$ cat config.mk
export PLATFORM = sky130hd
export DESIGN_NAME = router_ingress_ctrl
export DESIGN_NICKNAME = d
export VERILOG_FILES = /design/src/rtl/router_pkg.sv /design/src/rtl/router_ingress_ctrl.sv
export SDC_FILE = /design/constraint.sdc
export NUM_CORES = 1
export LEC_CHECK = 0
export ABC_AREA = 1
export CAP_MARGIN = 0
export CELL_PAD_IN_SITES_DETAIL_PLACEMENT = 1
export CELL_PAD_IN_SITES_GLOBAL_PLACEMENT = 2
export CORE_UTILIZATION = 35
export DETAILED_ROUTE_END_ITERATION = 7
export PLACE_DENSITY_LB_ADDON = 0.1
export SETUP_SLACK_MARGIN = 0.02
export SLEW_MARGIN = 20
export SYNTH_ARGS = -nofsm -noshare
export SYNTH_HDL_FRONTEND = slang
export SYNTH_SLANG_ARGS = --single-unit
$ cat constraint.sdc
create_clock -name clock -period 4.7 [get_ports clock]
set_input_delay 0.47 -clock clock [delete_from_list [all_inputs] [get_ports clock]]
set_output_delay 0.47 -clock clock [all_outputs]
set_load 0.02 [all_outputs]
$ cat src/rtl/router_pkg.sv
// router_pkg: shared FSM states and header field layout for the 1x3 router.
package router_pkg;
  typedef enum logic [2:0] {IDLE, WAIT_EMPTY, LFD, HDR, PAYLOAD, DROP} state_t;
  localparam int ADDR_LSB = 0;
  localparam int ADDR_W = 2;
  localparam int LEN_LSB = 2;
  localparam int LEN_W = 6;
  localparam int NUM_PORTS = 3;
  localparam logic [ADDR_W-1:0] ADDR_INVALID = 2'd3;
endpackage

$ cat src/rtl/router_ingress_ctrl.sv
// router_ingress_ctrl: steers byte-serial packets into one of three FIFOs,
// generating lfd_state/write_enb timing, backpressure, parity check and drops.
module router_ingress_ctrl
  import router_pkg::*;
#(
  parameter int TIMEOUT = 255
) (
  input  logic                 clock,
  input  logic                 reset,
  input  logic                 in_valid,
  input  logic [7:0]           data_in,
  output logic                 busy,
  input  logic [NUM_PORTS-1:0] fifo_full,
  input  logic [NUM_PORTS-1:0] fifo_empty,
  output logic [7:0]           data_out,
  output logic [NUM_PORTS-1:0] write_enb,
  output logic                 lfd_state,
  output logic                 err,
  output logic                 drop
);
  localparam logic [15:0] TMO_LAST = 16'(TIMEOUT - 1);
  state_t state, state_n;
  logic [7:0] hdr_reg, par_acc, data_q;
  logic [ADDR_W-1:0] dest, hdr_dest;
  logic [6:0] remaining;
  logic [15:0] tmo_cnt;
  logic [3:0] empty_x, full_x;
  logic [NUM_PORTS-1:0] sel;
  logic xfer;
  // Pad flags so the invalid address 3 indexes a harmless zero bit.
  assign empty_x = {1'b0, fifo_empty};
  assign full_x = {1'b0, fifo_full};
  assign hdr_dest = data_in[ADDR_LSB +: ADDR_W];
  assign sel = NUM_PORTS'(1) << dest;
  assign busy = (state == IDLE || state == DROP) ? 1'b0 : (state == PAYLOAD) ? full_x[dest] : 1'b1;
  assign xfer = in_valid & ~busy;
  assign lfd_state = state == LFD;
  assign write_enb = (state == HDR || (state == PAYLOAD && xfer)) ? sel : '0;
  assign data_out = (state == HDR) ? hdr_reg : (state == PAYLOAD) ? data_in : data_q;
  always_comb begin
    state_n = state;
    case (state)
      IDLE:       if (xfer) state_n = (hdr_dest == ADDR_INVALID) ? DROP : empty_x[hdr_dest] ? LFD : WAIT_EMPTY;
      WAIT_EMPTY: state_n = empty_x[dest] ? LFD : (tmo_cnt == TMO_LAST) ? DROP : WAIT_EMPTY;
      LFD:        state_n = HDR;
      HDR:        state_n = PAYLOAD;
      PAYLOAD,
      DROP:       if (xfer && remaining == 7'd1) state_n = IDLE;
      default:    state_n = IDLE;
    endcase
  end
  always_ff @(posedge clock or posedge reset) begin
    if (reset) begin
      state <= IDLE;
      hdr_reg <= '0;
      par_acc <= '0;
      data_q <= '0;
      dest <= '0;
      remaining <= '0;
      tmo_cnt <= '0;
      err <= 1'b0;
      drop <= 1'b0;
    end else begin
      state <= state_n;
      data_q <= data_out;
      drop <= state_n == DROP && state != DROP;
      case (state)
        IDLE: if (xfer) begin
          hdr_reg <= data_in;
          par_acc <= data_in;
          dest <= hdr_dest;
          remaining <= 7'(data_in[LEN_LSB +: LEN_W]) + 7'd1;
          tmo_cnt <= '0;
          err <= 1'b0;
        end
        WAIT_EMPTY: tmo_cnt <= tmo_cnt + 16'd1;
        PAYLOAD: if (xfer) begin
          remaining <= remaining - 7'd1;
          if (remaining > 7'd1) par_acc <= par_acc ^ data_in;
          else err <= data_in != par_acc;
        end
        DROP: if (xfer) remaining <= remaining - 7'd1;
        default: ;
      endcase
    end
  end
endmodule

==> impl_results.md, run 1 <==
* P&R area growth vs syn at 16.2%
* Site Rows at 33
* First-pass GRT wire length at 14200 um
* CTS Buf Count at 5
* Max reg flops at 16
* Pin count of the biggest net entering global routing at 53
* N_diodes at 0
* Crit path required time at 4.23 ns
* Least-Margin Pin Slew at 0.739 ns
* CTS Hold Bufs at 0
* Top reg by flops: tmo_cnt
* Final antenna-violating net count at 0
* Pre-Repair DR Iteration Count at 4
* Htree depth at 2
* Multi-input logic area at 1490 um^2
* GR Overflow Total at 0
* Port Buffer Count at 31
* Post-cts sizing count at 0
* Number of global-route vias before repair at 2900
* Synth cell types at 30
* Antenna violations before repair at 0
* Final critical path time including I/O delays and setup at 3.40 ns
* Mapped Nets at 427
* Worst-path maximum fanout at 12
* Die ar. at 8990 um^2
* Register area share after synthesis at 43.1%
* Residual DRC at 0
* Core box area at 8300 um^2
* Power share of the clock group at 12.5%
* Root Buffer: clkbuf_8
* Final Core Density at 42.2%
* Status: completed
* Ys Warns at 0
* Routability cong. at 0.737
* Synth Cell Area at 3020 um^2
* Starting Density at 36.3%
* Startpoint types: flip-flop
* CP arrival at 2.93 ns
* Synthesized flop and latch total at 52
* Setup violations, final at 0
* Net load switching power at 0.000978 W
* Fmax at 294 MHz
* Via count at 2719
* CP endpoint kind: output port
* Gate power share at 52.5%
* Period Utilization, post-route at 72.3%
* Fill cells at 1053
* Syn avg cell area at 7.45 um^2
* FF/Latch Area at 1300 um^2
* Final WL at 8120 um
* Worst hold-check path type: flip-flop to flip-flop
* Clk_lat worst skew at 0.31 ns
* P per Cell Area at 603 nW/um^2
* Post-Synthesis Cells at 405
* TritonCTS clock tree: yes
* Worst vdd ir at 240 uV
* Tot GR Track Use at 20.4%
* WL per Instance at 15.0 um
* Switching share of power at 46.3%
* Share of cells above drive strength 1 at 7.59%
* Slew Limit Fails at 0
* Power Internal at 0.00113 W
* Setup tns final at 0 ns
* Skew final at 0.0141 ns
* Kind of critical path: flip-flop to output port
* Final Hold Vio Count at 0
* Final net count at 456
* RSZ-0062 raised after global routing: no
* Post-CTS Setup Bufs at 0
* Ports at 32
* Final HPWL DP at 6160 um
* Clk buf depth at 2
* First DRT Iteration DRCs at 111
* Via density per instance at 5.04
* Max-Cap Viols at 0
* Share of power burned in registers at 35.0%
* Die width at 94.8 um
* Clock Pin Slew Worst Setup and Hold Paths at 0.11 ns
* Height of the die at 94.8 um
* Pleak at 1.61 nW
* Slew headroom at 50.6%
* Clock sinks at 52
[critical path: stages (launching register included)]
cell             delay, ns
dfrtp_1               0.45
inv_2                 0.06
nor2_1                0.55
nand2_1               0.15
nand2_1               0.11
inv_2                 0.05
nand2_4               0.07
nand2_2               0.08
o21ai_0               0.28
inv_1                 0.11
nor2_1                0.10
clkdlybuf4s50_1       0.60
[through the flow]
stage	power, W	hold WS (ns)	cell area (um^2)	std cells	worst slack [ns]
floorplan	0.00151	0.450	3020	405	2.66
global placement	0.00186	0.468	3420	532	1.74
detailed placement	0.00188	0.472	3420	532	1.63
CTS	0.00216	0.500	3510	540	1.27
global route	0.00232	0.519	3510	540	0.964
finish	0.00211	0.492	3510	540	1.30
[cells in the final DEF (no fill, tap or decap), types with 8 or more instances in the layout]
cell type        count
nand2_1            112
dfrtp_1             52
nor2_1              42
inv_1               39
o21ai_0             39
clkdlybuf4s50_1     31
nand3_1             26
nand4_1              9
nor3_1               9
o21ai_2              8
xor2_1               8
a31oi_1              8
[Yosys cell counts]
cell type    n  area share (%)
a21oi_1      7             1.2
a31oi_1      8             1.7
a32o_1       1            0.33
buf_2        3            0.50
buf_4        1            0.25
buf_6        1            0.37
clkbuf_1     6            0.75
clkinv_2     1            0.17
dfrtp_1     52              43
ha_1         5             2.1
inv_1       40             5.0
inv_2        3            0.37
nand2_1    112              14
nand2_2      4            0.83
nand2_4      1            0.37
nand3_1     26             4.3
nand3_4      1            0.58
nand4_1      9             1.9
nor2_1      42             5.2
nor2_2       1            0.21
nor2_4       1            0.37
nor3_1       9             1.5
o211ai_1     2            0.50
o21ai_0     39             6.5
o21ai_1      1            0.17
o21ai_2      8             2.3
o22ai_1      3            0.62
or2_2        3            0.62
xnor2_1      7             2.0
xor2_1       8             2.3
[layer usage]
metal	routed length, um	share of wire [%]	GRT usage (%)
met1	3820	47	25.8
met2	4060	50	36.5
met3	142	1.7	3.30
met4	91	1.1	4.29
met5	0	0	0
[cell type report]
type	instances	share of cell area [%]
clock buffer	6	2.07
clock inverter	2	0.464
inverter	44	4.75
multi-input combinational	298	42.6
sequential	52	37.1
tap	105	3.75
timing repair buffer	33	9.28
[power groups by stage]
| stage | logic [W] | clock network [W] | registers [W] |
|---|---|---|---|
| finish | 0.00111 | 0.000265 | 0.000739 |
| global route | 0.00127 | 0.000294 | 0.000761 |
| global placement | 0.00112 | 0 | 0.000741 |
| floorplan | 0.000780 | 0 | 0.000726 |
| detailed placement | 0.00113 | 0 | 0.000748 |
| CTS | 0.00114 | 0.000280 | 0.000740 |
[path summary, 6_finish.rpt]
check,startpoint,end,slack [ns],depth (start not counted)
min in group asynchronous,reset,tmo_cnt[0]$_DFFE_PP0P_,0.64,3
max in group asynchronous,reset,tmo_cnt[13]$_DFFE_PP0P_,3.56,3
worst max-delay path,state[2]$_DFF_PP0_,write_enb[2],1.30,11
worst max register to register,state[2]$_DFF_PP0_,par_acc[5]$_DFFE_PP0P_,2.44,11
worst min-delay path,hdr_reg[2]$_DFFE_PP0P_,hdr_reg[2]$_DFFE_PP0P_,0.49,2
worst min register to register,hdr_reg[2]$_DFFE_PP0P_,hdr_reg[2]$_DFFE_PP0P_,0.49,2
[kinds of logic (layout without fill, tap and decap cells)]
| logic type | count (synthesis) | count (layout) | share of synthesized area (%) |
|---|---|---|---|
| and+or+nand+nor | 209 | 209 | 29.8 |
| AOI/OAI and AO/OA | 69 | 69 | 13.2 |
| buffers and inverters | 55 | 85 | 7.38 |
| DFF | 52 | 52 | 43.1 |
| xor gates and xnor gates | 15 | 15 | 4.36 |
| adders and majority gates | 5 | 5 | 2.07 |
No activity file was read; power rests on OpenSTA's default activity.
==> inputs of run 2 (changes only) <==
--- a/config.mk
+++ b/config.mk
@@ -9,7 +9,7 @@
 export CAP_MARGIN = 0
 export CELL_PAD_IN_SITES_DETAIL_PLACEMENT = 1
 export CELL_PAD_IN_SITES_GLOBAL_PLACEMENT = 2
-export CORE_UTILIZATION = 35
+export CORE_UTILIZATION = 29
 export DETAILED_ROUTE_END_ITERATION = 7
 export PLACE_DENSITY_LB_ADDON = 0.1
 export SETUP_SLACK_MARGIN = 0.02
==> constraint.sdc (replaced) <==
create_clock -name clock -period 2.8 [get_ports clock]
set_input_delay 0.28 -clock clock [delete_from_list [all_inputs] [get_ports clock]]
set_output_delay 0.28 -clock clock [all_outputs]
set_load 0.02 [all_outputs]
==> impl_results.md, run 2 (synthesis gave the netlist of run 1 again) <==
* Top reg by flops: tmo_cnt
* Pre-Repair DR Iteration Count at 4
* Hold WS at 0.324 ns
* TritonCTS clock tree: yes
* Kind of critical path: flip-flop to output port
* RSZ-0062 raised after global routing: yes
* Place WS at 0.285 ns
* Skew final at 0.0104 ns
* Final WL at 8610 um
* Worst-path maximum fanout at 15
* CP arrival at 2.29 ns
* Period Utilization, post-route at 91.8%
* Slew Limit Fails at 0
* Final HPWL DP at 6590 um
* Residual DRC at 0
* Final Hold Vio Count at 0
* Worst vdd ir at 339 uV
* Core box area at 9910 um^2
* Via count at 2771
* Die ar. at 10800 um^2
* Status: completed
* P&R area growth vs syn at 21.2%
* Antenna violations before repair at 0
* Crit path required time at 2.52 ns
* Final critical path time including I/O delays and setup at 2.57 ns
* Clock Pin Slew Worst Setup and Hold Paths at 0.10 ns
* Least-Margin Pin Slew at 0.417 ns
* GR Overflow Total at 0
* CTS Buf Count at 5
* Pleak at 1.69 nW
* Startpoint types: flip-flop
* Ports at 32
* Final net count at 468
* Worst hold-check path type: primary input to asynchronous set/reset pin
* Fmax at 389 MHz
* N_diodes at 0
* Post-route setup slack at 0.229 ns
* Tot GR Track Use at 17.3%
* First-pass GRT wire length at 14900 um
* Routability cong. at 0.755
* Site Rows at 36
* Most common cell after layout, fill and taps aside: nand2_1
* Height of the die at 104 um
* P per Cell Area at 1000 nW/um^2
* Max-Cap Viols at 0
* Final antenna-violating net count at 0
* Fill cells at 1236
* Met3 usage at 3.01%
* Number of global-route vias before repair at 2880
* CP endpoint kind: output port
* Port Buffer Count at 31
* Post-CTS Setup Bufs at 0
* Htree depth at 2
* Met2 Usage GRT at 28.7%
* Die width at 104 um
* Setup tns final at 0 ns
* Pin count of the biggest net entering global routing at 53
* Share of cells above drive strength 1 at 10.5%
* First DRT Iteration DRCs at 47
* Starting Density at 30.4%
* Grt met1 use at 23.1%
* WL per Instance at 14.9 um
* Via density per instance at 4.79
* Most frequent cells in the layout: nand2_1, dfrtp_1, nor2_1
* Slew headroom at 72.0%
* Top Usage Layer GRT: met2
* Max reg flops at 16
* Clk_lat worst skew at 0.31 ns
* Setup violations, final at 0
* Root Buffer: clkbuf_8
* Clk buf depth at 2
* Clock sinks at 52
[run 2: changes by cell type in the layout (fill, tap and decap cells not counted)]
cell / before / now
inv_1: 39 / 37
dlygate4sd2_1: 0 / 3
buf_12: 0 / 1
nand2_2: 4 / 3
clkbuf_1: 1 / 0
inv_2: 4 / 5
clkdlybuf4s50_1: 31 / 28
clkinv_4: 1 / 0
clkbuf_8: 5 / 7
nand2_4: 1 / 2
buf_4: 2 / 13
[run 2: final timing paths]
path / from / to / slack (ns) / cells past startpoint
setup / recovery: state[2]$_DFF_PP0_ / data_out[1] / 0.23 / 6
hold / removal: reset / hdr_reg[0]$_DFFE_PP0P_ / 0.32 / 3
setup reg to reg: state[1]$_DFF_PP0_ / par_acc[3]$_DFFE_PP0P_ / 0.88 / 10
hold reg to reg: hdr_reg[7]$_DFFE_PP0P_ / hdr_reg[7]$_DFFE_PP0P_ / 0.50 / 2
max in group asynchronous: reset / state[1]$_DFF_PP0_ / 2.21 / 3
min in group clock: hdr_reg[7]$_DFFE_PP0P_ / hdr_reg[7]$_DFFE_PP0P_ / 0.50 / 2
[run 2: power by group]
group | switching, W | internal, W | leakage [nW] | total (W)
combinational | 0.00120 | 0.000742 | 0.971 | 0.00194
sequential | 0.000208 | 0.00104 | 0.667 | 0.00125
clock | 0.000261 | 0.000221 | 0.0503 | 0.000482
total | 0.00167 | 0.00200 | 1.69 | 0.00367
[run 2: worst max-delay path, cell delays in order, from the launching register on]
cell,delay [ns]
dfrtp_1,0.47
nor3_1,0.34
inv_2,0.20
o21ai_0,0.12
a21oi_1,0.06
a21oi_1,0.16
clkdlybuf4s50_1,0.63
[run 2: area by class of cell]
class	count	area (um^2)	area share [%]
Clock buffer	7	96.3	2.64
Multi-Input combinational cell	298	1500	41.0
Inverter	44	170	4.65
Tap cell	133	166	4.55
Sequential cell	52	1300	35.6
Timing Repair Buffer	45	424	11.6
[run 2: metrics by stage]
stage          power [W]  instances  util, %  instance area, um^2
3_5_place_dp     0.00322        572     35.9                 3550
4_1_cts          0.00372        579     36.8                 3650
2_1_floorplan    0.00253        405        -                 3020
6_report         0.00367        579     36.9                 3660
5_1_grt          0.00402        579     36.9                 3660
3_3_place_gp     0.00319        572     35.9                 3550
[run 2: timing repair]
item                                    CTS  global route
hold buffers                              0             0
hold endpoints to repair                  0             0
endpoints found under the setup margin    3             9
gates resized for setup                   3             3
[run 2: metal layers]
| metal | up-vias | routed length, um | part of all wire (%) |
|---|---|---|---|
| met5 | - | 0 | 0 |
| met4 | 0 | 133 | 1.5 |
| met3 | 8 | 219 | 2.5 |
| met2 | 33 | 3980 | 46 |
| met1 | 1343 | 4280 | 50 |
| li1 | 1387 | - | - |
==> inputs of run 3 (changes only) <==
==> constraint.sdc (replaced) <==
create_clock -name clock -period 2.8 [get_ports clock]
set_input_delay 0.28 -clock clock [delete_from_list [all_inputs] [get_ports clock]]
set_output_delay 0.28 -clock clock [all_outputs]
set_load 0.1 [all_outputs]
==> impl_results.md, run 3 (synthesis gave the netlist of run 1 again) <==
* Final antenna-violating net count at 0
* Final net count at 462
* Top reg by flops: tmo_cnt
* Port Buffer Count at 31
* GR Overflow Total at 0
* Die ar. at 10800 um^2
* Worst vdd ir at 744 uV
* Period Utilization, post-route at 90.7%
* Net load switching power at 0.00251 W
* Setup tns final at 0 ns
* Worst hold-check path type: primary input to asynchronous set/reset pin
* Clock sinks at 52
* Clk_lat worst skew at 0.32 ns
* Pleak at 1.71 nW
* Worst setup path endpoint: data_out[5]
* Via density per instance at 4.80
* Root Buffer: clkbuf_8
* Max-Cap Viols at 0
* P&R area growth vs syn at 23.1%
* Final critical path time including I/O delays and setup at 2.54 ns
* Startpoint types: flip-flop
* First DRT Iteration DRCs at 77
* Crit path from: state[1]$_DFF_PP0_
* Die width at 104 um
* Status: completed
* Clk buf depth at 2
* Final HPWL DP at 6650 um
* First-pass GRT wire length at 15000 um
* Slew Limit Fails at 0
* Core box area at 9910 um^2
* Htree depth at 2
* Worst-path maximum fanout at 13
* Place WS at 0.611 ns
* RSZ-0062 raised after global routing: no
* Height of the die at 104 um
* Site Rows at 36
* Pin count of the biggest net entering global routing at 32
* Most common cell after layout, fill and taps aside: nand2_1
* Starting Density at 30.4%
* CTS Hold Bufs at 0
* Max reg flops at 16
* Switching share of power at 53.7%
* Power share of the clock group at 10.3%
* Gate power share at 63.2%
* Finished Cell Area at 3710 um^2
* Cell Area, Placed at 3610 um^2
* Slew headroom at 64.6%
* Routability cong. at 0.776
* FF-to-FF Start: state[0]$_DFF_PP0_
* Antenna violations before repair at 0
* Reg2reg end: tmo_cnt[14]$_DFFE_PP0P_
* CP endpoint kind: output port
* Share of cells above drive strength 1 at 12.7%
* Pre-Repair DR Iteration Count at 5
* TritonCTS clock tree: yes
* N_diodes at 0
* Fill cells at 1224
* Skew final at 0.00965 ns
* Number of global-route vias before repair at 2891
* Tot GR Track Use at 17.6%
* Share of power burned in registers at 26.5%
* Fmax at 394 MHz
* Crit path required time at 2.52 ns
* Setup violations, final at 0
* Via count at 2757
* Post-cts sizing count at 0
* CTS Buf Count at 5
* Kind of critical path: flip-flop to output port
* WL per Instance at 15.2 um
* Least-Margin Pin Slew at 0.530 ns
* Post-CTS Setup Bufs at 0
* Final Hold Vio Count at 0
* P per Cell Area at 1260 nW/um^2
* Multi-input logic area at 1500 um^2
* Final WL at 8710 um
* Ports at 32
* Power Internal at 0.00217 W
* R2r setup slk at 0.80 ns
* Residual DRC at 0
* Clock Pin Slew Worst Setup and Hold Paths at 0.11 ns
* Worst r2r path cells at 10
* CP arrival at 2.26 ns
* Post-route setup slack at 0.260 ns
* FF/Latch Area at 1300 um^2
* Most frequent cells in the layout: nand2_1, dfrtp_1, nor2_1
==> run 3: area by class of cell <==
cell class | instances | share of cell area (%)
Sequential cell | 52 | 35.1
Tap cell | 133 | 4.48
Multi-Input combinational cell | 298 | 40.3
Clock buffer | 6 | 2.22
Timing Repair Buffer | 39 | 13.0
Inverter | 44 | 4.48
Clock inverter | 2 | 0.404
==> run 3: worst min path at each step <==
| stage | startpoint | endpoint | slack, ns |
|---|---|---|---|
| after floorplan | data_in[2] | hdr_reg[2]$_DFFE_PP0P_ | 0.39 |
| after global placement | hdr_reg[7]$_DFFE_PP0P_ | hdr_reg[7]$_DFFE_PP0P_ | 0.47 |
| final | reset | tmo_cnt[3]$_DFFE_PP0P_ | 0.31 |
| after detailed placement | hdr_reg[4]$_DFFE_PP0P_ | hdr_reg[4]$_DFFE_PP0P_ | 0.47 |
| after global routing | reset | tmo_cnt[3]$_DFFE_PP0P_ | 0.36 |
| after CTS | reset | tmo_cnt[3]$_DFFE_PP0P_ | 0.34 |
==> run 3: power groups by stage <==
stage	combinational, W	clock [W]	sequential (W)
floorplan	0.00201	0	0.00128
global placement	0.00298	0	0.00125
detailed placement	0.00300	0	0.00126
CTS	0.00301	0.000507	0.00124
global route	0.00321	0.000526	0.00128
finish	0.00296	0.000482	0.00124
==> run 3: critical path, cell delays in order, from the launching register on <==
cell and delay (ns):
dfrtp_1 0.45, nor2_4 0.22, nand2_2 0.12, inv_1 0.24
buf_4 0.25, nand2_1 0.07, a31oi_1 0.36, buf_12 0.24
==> run 3: per-layer routing <==
| layer | GRT usage (%) | vias up | wire length, um |
|---|---|---|---|
| met4 | 3.37 | 0 | 78 |
| met5 | 0 | - | 0 |
| met2 | 30.9 | 27 | 4290 |
| li1 | - | 1379 | - |
| met3 | 2.88 | 8 | 178 |
| met1 | 22.7 | 1343 | 4160 |
==> run 3: metrics by stage <==
stage / hold WS (ns) / utilization, % / power (W) / std cells
CTS: 0.336 / 37.5 / 0.00475 / 574
global route: 0.355 / 37.5 / 0.00502 / 574
detailed placement: 0.471 / 36.5 / 0.00425 / 566
floorplan: 0.390 / - / 0.00329 / 405
finish: 0.315 / 37.5 / 0.00468 / 574
global placement: 0.469 / 36.5 / 0.00423 / 566
